**config.mk**
```make
export PLATFORM = sky130hd
export DESIGN_NAME = retospect_lif_neuron
export DESIGN_NICKNAME = d
export VERILOG_FILES = /design/src/rtl/retospect_lif_neuron.sv
export SDC_FILE = /design/constraint.sdc
export NUM_CORES = 1
export LEC_CHECK = 0
export CAP_MARGIN = 0
export CORE_ASPECT_RATIO = 1.75
export CORE_MARGIN = 1
export CORE_UTILIZATION = 45
export DETAILED_ROUTE_END_ITERATION = 10
export PLACE_DENSITY = 0.68
export RECOVER_POWER = 25
export REMOVE_ABC_BUFFERS = 1
export SYNTH_ARGS = -nofsm -noshare
export SYNTH_HDL_FRONTEND = slang
export SYNTH_SLANG_ARGS = --single-unit
```
**constraint.sdc**
```tcl
create_clock -name clk -period 8.25 [get_ports clk]
set_input_delay 1.65 -clock clk [delete_from_list [all_inputs] [get_ports clk]]
set_output_delay 1.65 -clock clk [all_outputs]
set_load 0.01 [all_outputs]
```
**src/rtl/retospect_lif_neuron.sv**
```systemverilog
// Leaky integrate-and-fire neuron with a serially shifted configuration word.
// The configuration register doubles as a shift-register stage so neurons can
// be daisy-chained on one bitstream. Weights are signed. The potential is
// unsigned and clamped. A decay strobe selected from the clockbus halves the
// potential, and an optional refractory period follows each spike.
module retospect_lif_neuron #(
  parameter int NUM_DENDRITES = 4,
  parameter int W_WIDTH       = 4,
  parameter int POT_WIDTH     = 8,
  parameter int REFRAC_WIDTH  = 3,
  parameter int DSEL_WIDTH    = 3
) (
  input  logic                       clk,
  input  logic                       rst_n,
  input  logic                       reset_nn,
  input  logic                       config_en,
  input  logic                       bs_in,
  output logic                       bs_out,
  input  logic [2**DSEL_WIDTH-1:0]   clockbus,
  input  logic [NUM_DENDRITES-1:0]   dendrite,
  output logic                       axon
);

  localparam int CFG_BITS = NUM_DENDRITES*W_WIDTH + POT_WIDTH + REFRAC_WIDTH + DSEL_WIDTH;
  localparam int SUM_W    = W_WIDTH + $clog2(NUM_DENDRITES) + 1;
  // Wide enough for any unsigned potential plus any signed dendrite sum.
  localparam int NXT_W    = POT_WIDTH + SUM_W;
  localparam logic signed [NXT_W-1:0] POT_MAX = {{(NXT_W-POT_WIDTH){1'b0}}, {POT_WIDTH{1'b1}}};

  typedef enum logic [1:0] {INTEG, FIRE, REFRACT} state_t;

  logic [CFG_BITS-1:0]          cfg;
  logic [POT_WIDTH-1:0]         potential;
  logic [REFRAC_WIDTH-1:0]      counter;
  state_t                       state;

  logic [POT_WIDTH-1:0]         thresh;
  logic [REFRAC_WIDTH-1:0]      refrac;
  logic [DSEL_WIDTH-1:0]        dsel;
  logic signed [W_WIDTH-1:0]    w [NUM_DENDRITES];
  logic signed [SUM_W-1:0]      sum;
  logic [POT_WIDTH-1:0]         decayed;
  logic signed [NXT_W-1:0]      nxt_raw;
  logic [POT_WIDTH-1:0]         nxt;
  logic                         fire;

  // Clamp the raw next potential into the unsigned potential range.
  function automatic logic [POT_WIDTH-1:0] sat_pot(input logic signed [NXT_W-1:0] v);
    if (v < 0)
      return '0;
    else if (v > POT_MAX)
      return {POT_WIDTH{1'b1}};
    else
      return v[POT_WIDTH-1:0];
  endfunction

  // Field decode: w[0] sits at the MSB end, dsel at the LSB end.
  assign dsel   = cfg[DSEL_WIDTH-1:0];
  assign refrac = cfg[DSEL_WIDTH +: REFRAC_WIDTH];
  assign thresh = cfg[DSEL_WIDTH+REFRAC_WIDTH +: POT_WIDTH];

  for (genvar g = 0; g < NUM_DENDRITES; g++) begin : g_w
    assign w[g] = cfg[CFG_BITS-1-g*W_WIDTH -: W_WIDTH];
  end

  // The LSB of the configuration word is the next bit handed down the chain.
  assign bs_out = cfg[0];

  // Signed sum of the weights of all active dendrites.
  always_comb begin
    sum = '0;
    for (int i = 0; i < NUM_DENDRITES; i++)
      if (dendrite[i])
        sum = sum + SUM_W'(w[i]);
  end

  // Decay, integrate, saturate and compare against the threshold.
  always_comb begin
    decayed = clockbus[dsel] ? (potential >> 1) : potential;
    nxt_raw = $signed({{(NXT_W-POT_WIDTH){1'b0}}, decayed}) + NXT_W'(sum);
    nxt     = sat_pot(nxt_raw);
    fire    = (nxt >= thresh);
  end

  // Mode arbitration and neuron FSM; axon is registered and high only in FIRE.
  always_ff @(posedge clk or negedge rst_n) begin
    if (!rst_n) begin
      cfg       <= '0;
      potential <= '0;
      counter   <= '0;
      axon      <= 1'b0;
      state     <= INTEG;
    end else if (reset_nn) begin
      potential <= '0;
      counter   <= '0;
      axon      <= 1'b0;
      state     <= INTEG;
    end else if (config_en) begin
      cfg     <= {bs_in, cfg[CFG_BITS-1:1]};
      counter <= '0;
      axon    <= 1'b0;
      state   <= INTEG;
    end else begin
      case (state)
        INTEG: begin
          if (fire) begin
            potential <= '0;
            axon      <= 1'b1;
            state     <= FIRE;
          end else begin
            potential <= nxt;
            axon      <= 1'b0;
          end
        end
        FIRE: begin
          axon <= 1'b0;
          if (refrac == '0) begin
            state <= INTEG;
          end else begin
            counter <= refrac;
            state   <= REFRACT;
          end
        end
        REFRACT: begin
          potential <= '0;
          axon      <= 1'b0;
          if (counter <= REFRAC_WIDTH'(1)) begin
            counter <= '0;
            state   <= INTEG;
          end else begin
            counter <= counter - 1'b1;
          end
        end
        default: begin
          axon  <= 1'b0;
          state <= INTEG;
        end
      endcase
    end
  end

endmodule

```
==> run_summary.xml <==
<?xml version="1.0" encoding="UTF-8"?>
<metrics>
  <group name="status">
    <metric name="outcome" unit="">finished with violations</metric>
    <metric name="failed_checks" unit="">capacitance limit, slew limit</metric>
  </group>
  <group name="synthesis">
    <metric name="synth_cell_types" unit="">55</metric>
    <metric name="synthesis.area" unit="µm²">3480</metric>
    <metric name="yosysWarnings" unit="">0</metric>
    <metric name="yosys_register_bits" unit="">44</metric>
    <metric name="fraction_of_synthesis_flops_using_an_asynchronous_set_or_reset_pin" unit="%">100</metric>
    <metric name="synthesized_netlist_cell_count" unit="">368</metric>
    <metric name="seq_total_area_yosys" unit="%">31.7</metric>
    <metric name="syn-mean-instance-area" unit="µm²">9.45</metric>
    <metric name="yosys_most_used_dff" unit="">sky130_fd_sc_hd__dfrtp_1</metric>
    <metric name="synth_top_cell_area_share" unit="%">31.7</metric>
    <metric name="synth_edf_count" unit="">0</metric>
    <metric name="synth_largest_area_cell" unit="">sky130_fd_sc_hd__dfrtp_1</metric>
    <metric name="synthTopCellsByArea" unit="">sky130_fd_sc_hd__dfrtp_1 (32%), sky130_fd_sc_hd__ha_1 (13%), sky130_fd_sc_hd__mux2_2 (9.4%)</metric>
  </group>
  <group name="sta">
    <metric name="clock_skew" unit="ps">5.93</metric>
    <metric name="maxSlewHeadroom" unit="%">-54.6</metric>
    <metric name="min_period_over_period" unit="%">96.3</metric>
    <metric name="final-max-slew-violation-count" unit="">45</metric>
    <metric name="hold_viol" unit="">0</metric>
    <metric name="layout_min_cycle_time" unit="ps">7950</metric>
    <metric name="worstMarginPinSlew" unit="ps">2320</metric>
    <metric name="fmaxAchievable" unit="GHz">0.126</metric>
    <metric name="setup-violations-final" unit="">0</metric>
    <metric name="finalSetupTns" unit="ps">0</metric>
  </group>
  <group name="hold_path">
    <metric name="hold_path_class" unit="">reg -&gt; reg</metric>
  </group>
  <group name="clock_network">
    <metric name="clock_path_buffers" unit="">2</metric>
    <metric name="tritoncts" unit="">yes</metric>
    <metric name="cts-htree-levels" unit="">2</metric>
    <metric name="clock_sink_count" unit="">44</metric>
    <metric name="cts.clk_slew.worst_paths" unit="ps">60</metric>
    <metric name="clk_latency" unit="ps">290</metric>
    <metric name="cts_made_buffers" unit="">5</metric>
    <metric name="clk_root_buffer_cell" unit="">sky130_fd_sc_hd__clkbuf_16</metric>
  </group>
  <group name="die">
    <metric name="initial_core_util" unit="%">46.3</metric>
    <metric name="chipWidth" unit="µm">68.5</metric>
    <metric name="dieArea" unit="µm²">8100</metric>
    <metric name="die_h" unit="µm">118</metric>
    <metric name="coreArea" unit="µm²">7510</metric>
    <metric name="boundaryPins" unit="">19</metric>
    <metric name="placementRows" unit="">42</metric>
  </group>
  <group name="critical_path">
    <metric name="crit_startpoint" unit="">dendrite[0]</metric>
    <metric name="timing.setup.critical_path_class" unit="">in -&gt; reg</metric>
    <metric name="setup.worst_path.end_class" unit="">flop</metric>
    <metric name="timing.critical_path.slowest_stage_cell" unit="">sky130_fd_sc_hd__or4_4</metric>
    <metric name="nature_of_the_critical_path_startpoint" unit="">input port</metric>
    <metric name="peak_fanout_along_the_critical_path" unit="">8</metric>
    <metric name="cp_common_cell" unit="">sky130_fd_sc_hd__buf_4</metric>
    <metric name="r2r_slack" unit="ps">1380</metric>
    <metric name="crit_end" unit="">potential[6]</metric>
    <metric name="rr_endpoint" unit="">potential[6]</metric>
    <metric name="cp_data_arrival_time" unit="ps">8160</metric>
    <metric name="cp_data_required_time" unit="ps">8460</metric>
    <metric name="critPathMaxStageDelay" unit="ps">500</metric>
    <metric name="rr_startpoint" unit="">cfg[26]</metric>
    <metric name="reg2regPathDepth" unit="">35</metric>
  </group>
  <group name="route">
    <metric name="drt_iter0_drc" unit="">86</metric>
    <metric name="drtAntennaViolNets" unit="">0</metric>
    <metric name="drc" unit="">0</metric>
    <metric name="routed-via-count" unit="">2921</metric>
    <metric name="detail_route.vias_per_cell" unit="">5.51</metric>
    <metric name="routedWlPerCell" unit="µm">15.5</metric>
    <metric name="wl" unit="µm">8240</metric>
    <metric name="drtPass1Iterations" unit="">4</metric>
  </group>
  <group name="layout">
    <metric name="drive_gt1_share" unit="%">33.3</metric>
    <metric name="final_net_count" unit="">499</metric>
    <metric name="antenna_cells" unit="">0</metric>
    <metric name="area_delta_synth_final" unit="%">30.3</metric>
    <metric name="stdcell_area" unit="µm²">4530</metric>
    <metric name="nFillCells" unit="">624</metric>
  </group>
  <group name="placed_design">
    <metric name="detailedPlacementHpwl" unit="µm">6210</metric>
    <metric name="place_area" unit="µm²">4130</metric>
    <metric name="port_buffers" unit="">18</metric>
    <metric name="place_congestion" unit="">0.839</metric>
  </group>
  <group name="grt">
    <metric name="antenna_found_initial" unit="">0</metric>
    <metric name="maximum_number_of_pins_on_one_net_before_global_route_repair" unit="">45</metric>
    <metric name="number_of_global_route_vias_before_repair" unit="">3088</metric>
    <metric name="globalRouteOverflowTotal" unit="">0</metric>
    <metric name="grt_usage" unit="%">21.2</metric>
    <metric name="grt_pass1_wl" unit="µm">13100</metric>
  </group>
  <group name="job">
    <metric name="max_cap_violations" unit="">1</metric>
  </group>
</metrics>
-- cell usage after synthesis, types with 2 or more instances --
master,count
sky130_fd_sc_hd__dfrtp_1,44
sky130_fd_sc_hd__ha_1,37
sky130_fd_sc_hd__inv_1,35
sky130_fd_sc_hd__nor2_1,33
sky130_fd_sc_hd__nand2_1,30
sky130_fd_sc_hd__mux2_2,29
sky130_fd_sc_hd__o21ai_0,27
sky130_fd_sc_hd__a21oi_1,23
sky130_fd_sc_hd__xnor2_1,9
sky130_fd_sc_hd__a211oi_1,6
sky130_fd_sc_hd__a21o_1,5
sky130_fd_sc_hd__clkbuf_1,5
sky130_fd_sc_hd__mux2i_1,5
sky130_fd_sc_hd__o21ai_1,5
sky130_fd_sc_hd__xor2_1,5
sky130_fd_sc_hd__fa_1,4
sky130_fd_sc_hd__nand2b_1,4
sky130_fd_sc_hd__nor2b_1,4
sky130_fd_sc_hd__o21a_1,4
sky130_fd_sc_hd__a211o_1,3
sky130_fd_sc_hd__a311oi_1,3
sky130_fd_sc_hd__nor3_1,3
sky130_fd_sc_hd__o21ai_2,3
sky130_fd_sc_hd__o21bai_1,3
sky130_fd_sc_hd__and2_1,2
sky130_fd_sc_hd__and4b_1,2
sky130_fd_sc_hd__buf_2,2
sky130_fd_sc_hd__inv_2,2
sky130_fd_sc_hd__mux4_2,2
sky130_fd_sc_hd__nor4bb_1,2
sky130_fd_sc_hd__o211ai_1,2
sky130_fd_sc_hd__xnor2_4,2
-- per-stage QoR --
step,setup WS [ps],instances,hold slack [ps],util (%)
finish,303,530,483,60.3
global placement,-345,519,465,55.0
detailed placement,-509,519,474,55.0
global route,-49.0,530,522,60.3
floorplan,94.1,360,450,-
CTS,0.0409,528,488,57.4
-- critical path, delay by kind of cell --
| family | cells | cell delay (ps) |
|---|---|---|
| adder cells (fa/ha/maj) | 6 | 1580 |
| AND/OR/NAND/NOR | 7 | 1280 |
| buffers and inverters | 8 | 1100 |
| XOR/XNOR | 3 | 590 |
| AO/OA/AOI/OAI | 10 | 1620 |
| multiplexers | 2 | 310 |
-- layout by cell type, fill, tap and decap left out, types with 6 or more instances in the layout --
| master | count |
|---|---|
| sky130_fd_sc_hd__o21ai_2 | 8 |
| sky130_fd_sc_hd__nand2_1 | 30 |
| sky130_fd_sc_hd__a211oi_1 | 6 |
| sky130_fd_sc_hd__buf_4 | 55 |
| sky130_fd_sc_hd__dfrtp_1 | 44 |
| sky130_fd_sc_hd__clkdlybuf4s50_1 | 16 |
| sky130_fd_sc_hd__a21oi_1 | 17 |
| sky130_fd_sc_hd__inv_1 | 34 |
| sky130_fd_sc_hd__nor2_1 | 28 |
| sky130_fd_sc_hd__xnor2_1 | 8 |
| sky130_fd_sc_hd__o21ai_0 | 20 |
| sky130_fd_sc_hd__ha_4 | 6 |
| sky130_fd_sc_hd__ha_1 | 30 |
| sky130_fd_sc_hd__mux2_2 | 29 |
| sky130_fd_sc_hd__o21ai_1 | 7 |
-- worst min path at each step --
| stage | start | to | slack [ps] | cells past startpoint |
|---|---|---|---|---|
| 6_report | potential[0] | potential[0] | 480 | 2 |
| 5_1_grt | potential[0] | potential[0] | 520 | 2 |
| 4_1_cts | potential[0] | potential[0] | 490 | 2 |
| 3_5_place_dp | potential[0] | potential[0] | 470 | 2 |
| 3_3_place_gp | potential[0] | potential[0] | 460 | 2 |
| 2_1_floorplan | cfg[11] | cfg[10] | 450 | 2 |
-- sequential cells by signal (all words and copies together) (netlist names) --
| name | flops |
|---|---|
| state | 2 |
| potential | 8 |
| axon | 1 |
| counter | 3 |
| cfg | 30 |
-- cell type report --
| cell class | instances | area [µm²] | area share [%] |
|---|---|---|---|
| Multi-Input combinational cell | 279 | 2430 | 53.7 |
| Sequential cell | 44 | 1100 | 24.3 |
| Timing Repair Buffer | 74 | 601 | 13.2 |
| Inverter | 37 | 139 | 3.06 |
| Clock buffer | 5 | 125 | 2.76 |
| Tap cell | 88 | 110 | 2.43 |
| Clock inverter | 3 | 23.8 | 0.524 |
-- logic make-up after synthesis --
logic type | share of synthesized area (%)
and+or+nand+nor | 12.7
adders and majority gates | 15.9
AOI/OAI and AO/OA | 16.8
muxes | 12.1
DFF | 31.7
buffers and inverters | 4.93
xor gates and xnor gates | 5.79
-- per-layer routing --
metal | share of wire (%) | track usage (%)
met1 | 38 | 20.6
met2 | 59 | 42.0
met3 | 1.4 | 2.80
met4 | 1.9 | 6.90
met5 | 0 | 0
-- timing repair --
item | CTS | global route
setup endpoints to repair | 10 | 11
hold buffers | 0 | 0
pin swaps | 4 | 21
setup buffers | 1 | 2
resized for setup | 10 | 41
Power is not shown: default switching activity piles up to over one toggle a cycle in this logic, so the estimate is an artifact.
==> RTL edit: new RTL, same flow settings <==
Put one more register stage on the output `axon`. The value now appears one clock later. The other outputs are not delayed to match. Comments in the files are not updated.
--- a/src/rtl/retospect_lif_neuron.sv
+++ b/src/rtl/retospect_lif_neuron.sv
@@ -29,4 +29,6 @@
 
   typedef enum logic [1:0] {INTEG, FIRE, REFRACT} state_t;
+
+  logic axon_s0;
 
   logic [CFG_BITS-1:0]          cfg;
@@ -89,15 +91,15 @@
       potential <= '0;
       counter   <= '0;
-      axon      <= 1'b0;
+      axon_s0   <= 1'b0;
       state     <= INTEG;
     end else if (reset_nn) begin
       potential <= '0;
       counter   <= '0;
-      axon      <= 1'b0;
+      axon_s0   <= 1'b0;
       state     <= INTEG;
     end else if (config_en) begin
       cfg     <= {bs_in, cfg[CFG_BITS-1:1]};
       counter <= '0;
-      axon    <= 1'b0;
+      axon_s0 <= 1'b0;
       state   <= INTEG;
     end else begin
@@ -106,13 +108,13 @@
           if (fire) begin
             potential <= '0;
-            axon      <= 1'b1;
+            axon_s0   <= 1'b1;
             state     <= FIRE;
           end else begin
             potential <= nxt;
-            axon      <= 1'b0;
+            axon_s0   <= 1'b0;
           end
         end
         FIRE: begin
-          axon <= 1'b0;
+          axon_s0 <= 1'b0;
           if (refrac == '0) begin
             state <= INTEG;
@@ -124,5 +126,5 @@
         REFRACT: begin
           potential <= '0;
-          axon      <= 1'b0;
+          axon_s0   <= 1'b0;
           if (counter <= REFRAC_WIDTH'(1)) begin
             counter <= '0;
@@ -133,5 +135,5 @@
         end
         default: begin
-          axon  <= 1'b0;
+          axon_s0 <= 1'b0;
           state <= INTEG;
         end
@@ -140,4 +142,8 @@
   end
 
+  always_ff @(posedge clk) begin
+    axon <= axon_s0;
+  end
+
 endmodule
 
Check against the original RTL: not equivalent (a bounded check fails within 4 cycles, from zero or initial values and one cycle with rst_n low).
==> RTL edit against the original RTL <==
Routed wire length shrank 3.4%. Critical path type unchanged. Sequential cell count grew 1. Cell area shrank 2.0%. The run still ends with capacitance limit, slew limit left. Hold slack worse by 120 ps. Via count down 1.5%. Setup slack improved by 51 ps. Non-clock buffer count fell by 5. Synthesized area up 0.58%.
==> RTL edit: results (changes against the original RTL) <==
CP peak stage delay 520 ps (+20 ps); gr usage total 21.3% (+0.083 points); Slowest-stage cell, CP or4_1; slew margin rel. -60.8% (-6.2 points); First DRT Iteration DRCs 87 (+1.2%); failing checks capacitance limit, slew limit; area of placed instances 4110 µm² (-0.61%); first-pass GRT wire length 13100 µm (+0.16%); final wirelength 7960 µm (-3.4%); setup bufs post-CTS 0 (-1); complex-gate fraction of the synthesized area 16.7% (-0.096 points); WP data arrival 8110 ps (-50 ps); Synth Area in XOR/XNOR 5.76% (-0.033 points); Setup crit end potential[5]$_DFFE_PN0P_; status complete, but fails checks; sequential share of the synthesized area 32.0% (+0.39 points); Top Family by Delay on Critical Path simple AND/OR/NAND/NOR gates; Area contributors post-synth dfrtp_1 (31%), ha_1 (13%), mux2_2 (9.3%), o21ai_0 (3.9%), inv_1 (3.8%); vias per cell 5.48 (-0.60%); share of cells above drive strength 1 30.9% (-2.4 points); total of max-cap violations 1 (unchanged); internal reg-to-reg setup slack 1430 ps (+50 ps); GP Congestion 0.855 (+1.8%); Synth Area in Adders 15.8% (-0.091 points); HPWL Detailed 6120 µm (-1.5%); Final Skew 6.70 ps (+0.770 ps); Distinct cells, synth 56 (+1.8%); r2r worst-path depth 34 (-2.9%); reg-to-reg endpoint potential[5]$_DFFE_PN0P_; mux cell area share after synthesis 12.1% (-0.069 points); vias in the first global route 2987 (-3.3%); fin. max-slew vios 45 (unchanged); Post-synth ARST share 97.8% (-2.2 points)
RTL edit: changes by cell type in the layout (fill, tap and decap cells not counted), sizes merged:
cell / before / now
clkbuf: 6 / 7
dlymetal6s2s: 1 / 0
buf: 56 / 51
inv: 37 / 38
clkinvlp: 2 / 0
dfxtp: 0 / 1
RTL edit: through the flow:
stage                     std cells  setup WS [ps]  setup TNS, ps  hold slack, ps
final                           525            353              0             359
after global routing            525          -20.9          -21.5             357
after CTS                       521           14.6              0             356
after detailed placement        514           -486          -4570             330
after global placement          514           -338          -2990             341
after floorplan                 361           94.1              0             324
RTL edit: worst min-delay path by stage:
stage	from	to	depth (start not counted)
2_1_floorplan	axon_s0$_DFF_PN0_	axon$_DFF_P_	0
3_3_place_gp	axon_s0$_DFF_PN0_	axon$_DFF_P_	0
3_5_place_dp	axon_s0$_DFF_PN0_	axon$_DFF_P_	0
4_1_cts	axon_s0$_DFF_PN0_	axon$_DFF_P_	0
5_1_grt	axon_s0$_DFF_PN0_	axon$_DFF_P_	0
6_report	axon_s0$_DFF_PN0_	axon$_DFF_P_	0
RTL edit: kinds of logic after synthesis:
group                    count (synthesis)
XOR/XNOR                                17
buffers and inverters                   45
AND/OR/NAND/NOR                         91
flip-flops                              45
multiplexers                            36
adder cells (fa/ha/maj)                 42
AO/OA/AOI/OAI                           93
RTL edit: final cells by class:
type,instances,area [µm²]
Clock inverter,2,13.8
Timing Repair Buffer,69,559
Fill cell,655,3130
Tap cell,88,110
Inverter,37,139
Multi-Input combinational cell,279,2370
Clock buffer,5,125
Sequential cell,45,1120
RTL edit: routing by layer:
layer / GRT usage [%] / up-vias / wire length [µm]
li1: - / 1429 / -
met1: 21.5 / 1364 / 2890
met2: 39.8 / 56 / 4520
met3: 2.51 / 27 / 147
met4: 10.7 / 0 / 399
met5: 0 / - / 0
